[src/rtl/radix4_datapath.sv]
// radix4_datapath: datapath for a radix-4 Booth multiplier, driven by an external
// controller through load strobes and selects. One Booth digit (two multiplier bits)
// is retired per cycle on signed two's-complement operands. All state updates on the
// falling edge of clk to match the controller.
//
// Ports
//   clk      in   clock (falling-edge registers)
//   rst      in   synchronous active-high reset, overrides every strobe
//   in_a     in   multiplicand (signed, N bits)
//   in_b     in   multiplier (signed, N bits)
//   ld[4:0]  in   strobes: 0 load M, 1 init A/Q, 2 accumulate, 3 shift, 4 counter
//   sel[4:0] in   selects: 0 addend enable, 1 counter load(1)/decrement(0),
//                 4 product capture, 3:2 ignored
//   flag     out  counter is zero
//   product  out  signed 2N-bit product {A[N-1:0], Q[N:1]}
//
// Build option
//   RADIX4_PRODREG_EN  when defined, product is a register loaded on sel[4];
//                      otherwise product is combinational from A and Q.
module radix4_datapath #(
  parameter int unsigned N = 16
) (
  input  logic           clk,
  input  logic           rst,
  input  logic [N-1:0]   in_a,
  input  logic [N-1:0]   in_b,
  input  logic [4:0]     ld,
  input  logic [4:0]     sel,
  output logic           flag,
  output logic [2*N-1:0] product
);

  localparam int unsigned AW = N + 2;
  localparam int unsigned CW = $clog2(N / 2) + 1;
  localparam logic [CW-1:0] CntInit = CW'(N / 2);

  logic [AW-1:0] m_q, m_d;
  logic [AW-1:0] a_q, a_d;
  logic [N:0]    q_q, q_d;      // q_q[0] is the Booth q(-1) bit
  logic [CW-1:0] cnt_q, cnt_d;

  logic [AW-1:0] m_x2;
  logic [AW-1:0] addend;
  logic [AW-1:0] sum;
  logic [AW-1:0] shift_src;
  logic [2*N-1:0] result;

  // M is sign-extended by two bits, so 2M cannot overflow the AW-bit datapath.
  assign m_x2 = {m_q[AW-2:0], 1'b0};

  // Booth recode of the low three bits of Q.
  always_comb begin
    addend = '0;
    if (sel[0]) begin
      case (q_q[2:0])
        3'b001, 3'b010: addend = m_q;
        3'b011:         addend = m_x2;
        3'b100:         addend = -m_x2;
        3'b101, 3'b110: addend = -m_q;
        default:        addend = '0;
      endcase
    end
  end

  assign sum = a_q + addend;

  always_comb begin
    m_d = ld[0] ? {{2{in_a[N-1]}}, in_a} : m_q;
  end

  // Init wins over accumulate/shift; shift consumes the fresh sum when both are set.
  always_comb begin
    a_d       = a_q;
    q_d       = q_q;
    shift_src = ld[2] ? sum : a_q;
    if (ld[1]) begin
      a_d = '0;
      q_d = {in_b, 1'b0};
    end else if (ld[3]) begin
      a_d = {{2{shift_src[AW-1]}}, shift_src[AW-1:2]};
      q_d = {shift_src[1:0], q_q[N:2]};
    end else if (ld[2]) begin
      a_d = sum;
    end
  end

  // Decrement saturates at zero.
  always_comb begin
    cnt_d = cnt_q;
    if (ld[4]) begin
      if (sel[1]) begin
        cnt_d = CntInit;
      end else if (cnt_q != '0) begin
        cnt_d = cnt_q - CW'(1);
      end
    end
  end

  always_ff @(negedge clk) begin
    if (rst) begin
      m_q   <= '0;
      a_q   <= '0;
      q_q   <= '0;
      cnt_q <= '0;
    end else begin
      m_q   <= m_d;
      a_q   <= a_d;
      q_q   <= q_d;
      cnt_q <= cnt_d;
    end
  end

  assign flag   = (cnt_q == '0);
  assign result = {a_q[N-1:0], q_q[N:1]};

`ifdef RADIX4_PRODREG_EN
  logic [2*N-1:0] prod_q, prod_d;
  logic [1:0]     unused_sel;

  assign unused_sel = sel[3:2];

  always_comb begin
    prod_d = sel[4] ? result : prod_q;
  end

  always_ff @(negedge clk) begin
    if (rst) begin
      prod_q <= '0;
    end else begin
      prod_q <= prod_d;
    end
  end

  assign product = prod_q;
`else
  logic [2:0] unused_sel;

  assign unused_sel = sel[4:2];
  assign product    = result;
`endif

endmodule

[config.mk]
export PLATFORM = sky130hd
export DESIGN_NAME = radix4_datapath
export DESIGN_NICKNAME = d
export VERILOG_FILES = /design/src/rtl/radix4_datapath.sv
export SDC_FILE = /design/constraint.sdc
export NUM_CORES = 1
export LEC_CHECK = 0
export ABC_AREA = 1
export CORE_MARGIN = 2
export CORE_UTILIZATION = 45
export CTS_CLUSTER_SIZE = 30
export DETAILED_ROUTE_END_ITERATION = 7
export PLACE_DENSITY = 0.73
export RECOVER_POWER = 100
export SETUP_SLACK_MARGIN = 0.4
export SLEW_MARGIN = 0
export SYNTH_ARGS = -nofsm -noshare
export SYNTH_HDL_FRONTEND = slang
export SYNTH_SLANG_ARGS = --single-unit
export TNS_END_PERCENT = 5
[constraint.sdc]
create_clock -name clk -period 2.5 [get_ports clk]
set_input_delay 0.25 -clock clk [delete_from_list [all_inputs] [get_ports clk]]
set_output_delay 0.25 -clock clk [all_outputs]
set_load 0.005 [all_outputs]
==> impl_metrics.py <==
metrics = {
    "status": {
        "status": "finished with violations",
        "violations": "setup timing",
    },
    "finish": {
        "mostFrequentLayoutCell": "nand2_1",
        "fillCellCount": 859,
        "seqCellArea_mm2": 0.00111,
        "nets": 948,
        "num_antenna_cells": 0,
        "syn_to_final_growth_pct": 46.9,
        "drive_above_1_share": 0.299,
        "final_cell_mix": "nand2_1 (142), inv_1 (138), buf_4 (110)",
        "fin_cells": 1017,
        "multi_input_area_mm2": 0.00289,
    },
    "setup_path": {
        "endpoint": "a_q[16]",
        "r2r_end": "a_q[15]",
        "rrSetupSlack_ns": -0.49,
        "r2r-start": "m_q[4]",
        "startpoint_type": "input port",
        "crit_type": "in -> reg",
        "startpoint": "sel[0]",
        "r2r_cells": 21,
        "crit_path_end_kind": "flop",
        "crit_fanout": 5,
        "worstPathArrival_ns": 2.25,
        "required_ns": 1.57,
    },
    "detailed_routing": {
        "via_per_inst": 5.06,
        "wl_met3_um": 738,
        "drc_errors": 0,
        "route.vias.total": 5147,
        "wl_met1_mm": 5.52,
        "maxUsedRoutingLayer": "met4",
        "postRouteWirelength_mm": 13.3,
        "drt_iter0_drc": 237,
        "wl_per_cell_um": 13.1,
        "drtPass1Iterations": 5,
        "ant_nets": 0,
        "dr_wl_met2_mm": 6.75,
    },
    "synth": {
        "async_reset_ff_frac": 0,
        "syn-num-nets": 747,
        "syn_area_mm2": 0.00438,
        "avgSynthCellArea_um2": 6.43,
        "ys.flop_type": "dfxtp_1",
        "synth_enable_flop_cells": 0,
        "synthDistinctLibCells": 46,
        "yosys_warnings": 0,
        "ys_ff_latch": 55,
        "netlist_instances": 682,
        "ys_seq_area_frac": 0.251,
    },
    "placed_design": {
        "place_worst_setup_slack_ns": -1.52,
        "routabilityCongestion": 0.900,
        "dp_cells": 950,
        "io_buffers": 73,
        "dp_hpwl_mm": 9.80,
    },
    "floorplan": {
        "pin_count": 77,
        "dieHeight_um": 103,
        "start_util": 0.457,
        "fp.dieW_um": 103,
        "core-area_mm2": 0.00959,
        "row_count": 36,
        "die-area_mm2": 0.0105,
    },
    "clock_network": {
        "cts_max_level": 2,
        "clock-sinks": 55,
        "cts-root-buf": "clkbuf_8",
        "cts_tree": "built",
        "clk_pin_slew_ns": 0.04,
        "cts_buffers": 5,
        "clock_latency_ns": 0.39,
        "cts_hold_buf": 0,
        "clockBufferDepth": 2,
    },
    "timing": {
        "postLayoutSetupSlackWorst_ns": -0.683,
        "rsz0062_at_grt": "true",
        "hold_violations": 0,
        "maxSlewViolCount": 0,
        "tightestPinTransition_ns": 0.590,
        "slew_headroom": 0.605,
        "finalSetupViolCount": 20,
        "finClkSkew_ns": 0.0251,
    },
    "global_routing": {
        "gr-total-overflow": 0,
        "grt_first_pass_wirelength_mm": 22.1,
        "grt_max_degree": 22,
        "antenna_found_initial": 0,
        "grt_pass1_vias": 5141,
        "grt_use_total": 0.257,
    },
    "hold_path": {
        "hold_path_class": "reg -> reg",
        "hold_depth": 2,
    },
    "power": {
        "ir_drop_mv": 0.262,
        "comb_power_share": 0.302,
        "p_seq_frac": 0.373,
        "p_switching_mw": 0.990,
        "power.density_mw_per_mm2": 409,
        "p_sw_frac": 0.376,
        "internal_power_mw": 1.64,
        "clkPwrFrac": 0.325,
        "p_leak_nw": 3.45,
    },
    "job": {
        "cap_viol_max_count": 0,
    },
}
per-layer routing:
layer	global-route usage	vias up
li1	-	2601
met1	0.296	2351
met2	0.467	163
met3	0.0549	32
met4	0.0892	0
met5	0	-
synth_stat cells (2+ instances only):
cell type  number  area share
or2_2           3      0.0043
buf_4          33       0.057
a31oi_1         6      0.0086
nand2_1       156        0.13
xnor2_1         6       0.012
o22ai_1        22       0.031
nand2_2        10       0.014
inv_2           7      0.0060
o21ai_0        43       0.049
dfxtp_1        55        0.25
o21bai_1        4      0.0068
buf_2           7      0.0080
a21oi_1        43       0.049
a211oi_1        2      0.0034
ha_1           20       0.057
nand3_1        32       0.037
o211ai_1        2      0.0034
a22oi_1        10       0.017
nor3_1          3      0.0034
nand4_1         5      0.0071
nor2_1         53       0.045
a21o_1          3      0.0051
clkbuf_1       13       0.011
xor2_1         12       0.024
nor4_1          2      0.0029
o21ai_1        11       0.013
nor2_2         12       0.017
o211a_1         2      0.0046
nand3_2         3      0.0068
inv_1          86       0.074
critical path: stages:
cell	delay [ns]
buf_6	0.09
buf_6	0.12
inv_8	0.05
buf_4	0.13
nor2_2	0.05
ha_1	0.37
buf_4	0.14
nand2_2	0.05
o21ai_4	0.22
nand3_2	0.12
nand2_4	0.09
nand3_2	0.10
a21o_1	0.18
nand3_2	0.08
nand3_2	0.06
a21oi_1	0.13
power groups by stage:
stage	clock network, mW	logic, mW	registers [mW]
final	0.854	0.795	0.982
after floorplan	0.136	0.417	0.982
after CTS	0.896	0.766	0.982
after global routing	0.968	0.876	0.987
after detailed placement	0.136	0.755	0.991
after global placement	0.136	0.739	0.988
cell families after synthesis:
logic type / after synthesis / synth area share
DFF: 55 / 0.251
adders and majority gates: 21 / 0.0616
AOI/OAI and AO/OA: 154 / 0.204
xor gates and xnor gates: 18 / 0.0360
buffers and inverters: 149 / 0.160
and+or+nand+nor: 285 / 0.288
layout make-up:
type / count / area share
tap: 133 / 0.0258
sequential: 55 / 0.172
inverter: 93 / 0.0556
clock buffer: 5 / 0.0107
timing repair buffer: 195 / 0.253
multi-input combinational: 478 / 0.448
clock inverter: 58 / 0.0346
how the worst min path moves through the flow:
stage / startpoint / endpoint / slack, ns
detailed placement: cnt_q[0] / cnt_q[0] / 0.47
finish: cnt_q[0] / cnt_q[0] / 0.46
global route: cnt_q[0] / cnt_q[0] / 0.50
CTS: cnt_q[0] / cnt_q[0] / 0.47
floorplan: cnt_q[0] / cnt_q[0] / 0.44
global placement: cnt_q[0] / cnt_q[0] / 0.46
sequential cells by signal, indices dropped and copies added, names as in the netlist:
signal and cells:
cnt_q 4, q_q 17, m_q 16, a_q 18
timing repair:
action                     4_1_cts  5_1_grt
hold endpoints to repair         0        0
setup buffers                    4        1
setup endpoints to repair       88       84
gates resized for setup        219       79
cloned                           0        0
pin swaps                       20       21
metrics by stage:
stage	hold slack [ns]	utilization	instance area, µm²	TNS [ns]	power [mW]
after floorplan	0.444	-	4430	-12.28	1.53
after global placement	0.457	0.612	5870	-33.15	1.86
after detailed placement	0.467	0.612	5870	-34.65	1.88
after CTS	0.473	0.655	6280	-10.86	2.64
after global routing	0.500	0.671	6440	-13.26	2.83
final	0.465	0.671	6440	-11.07	2.63
Power figures use the tool's default switching activity.
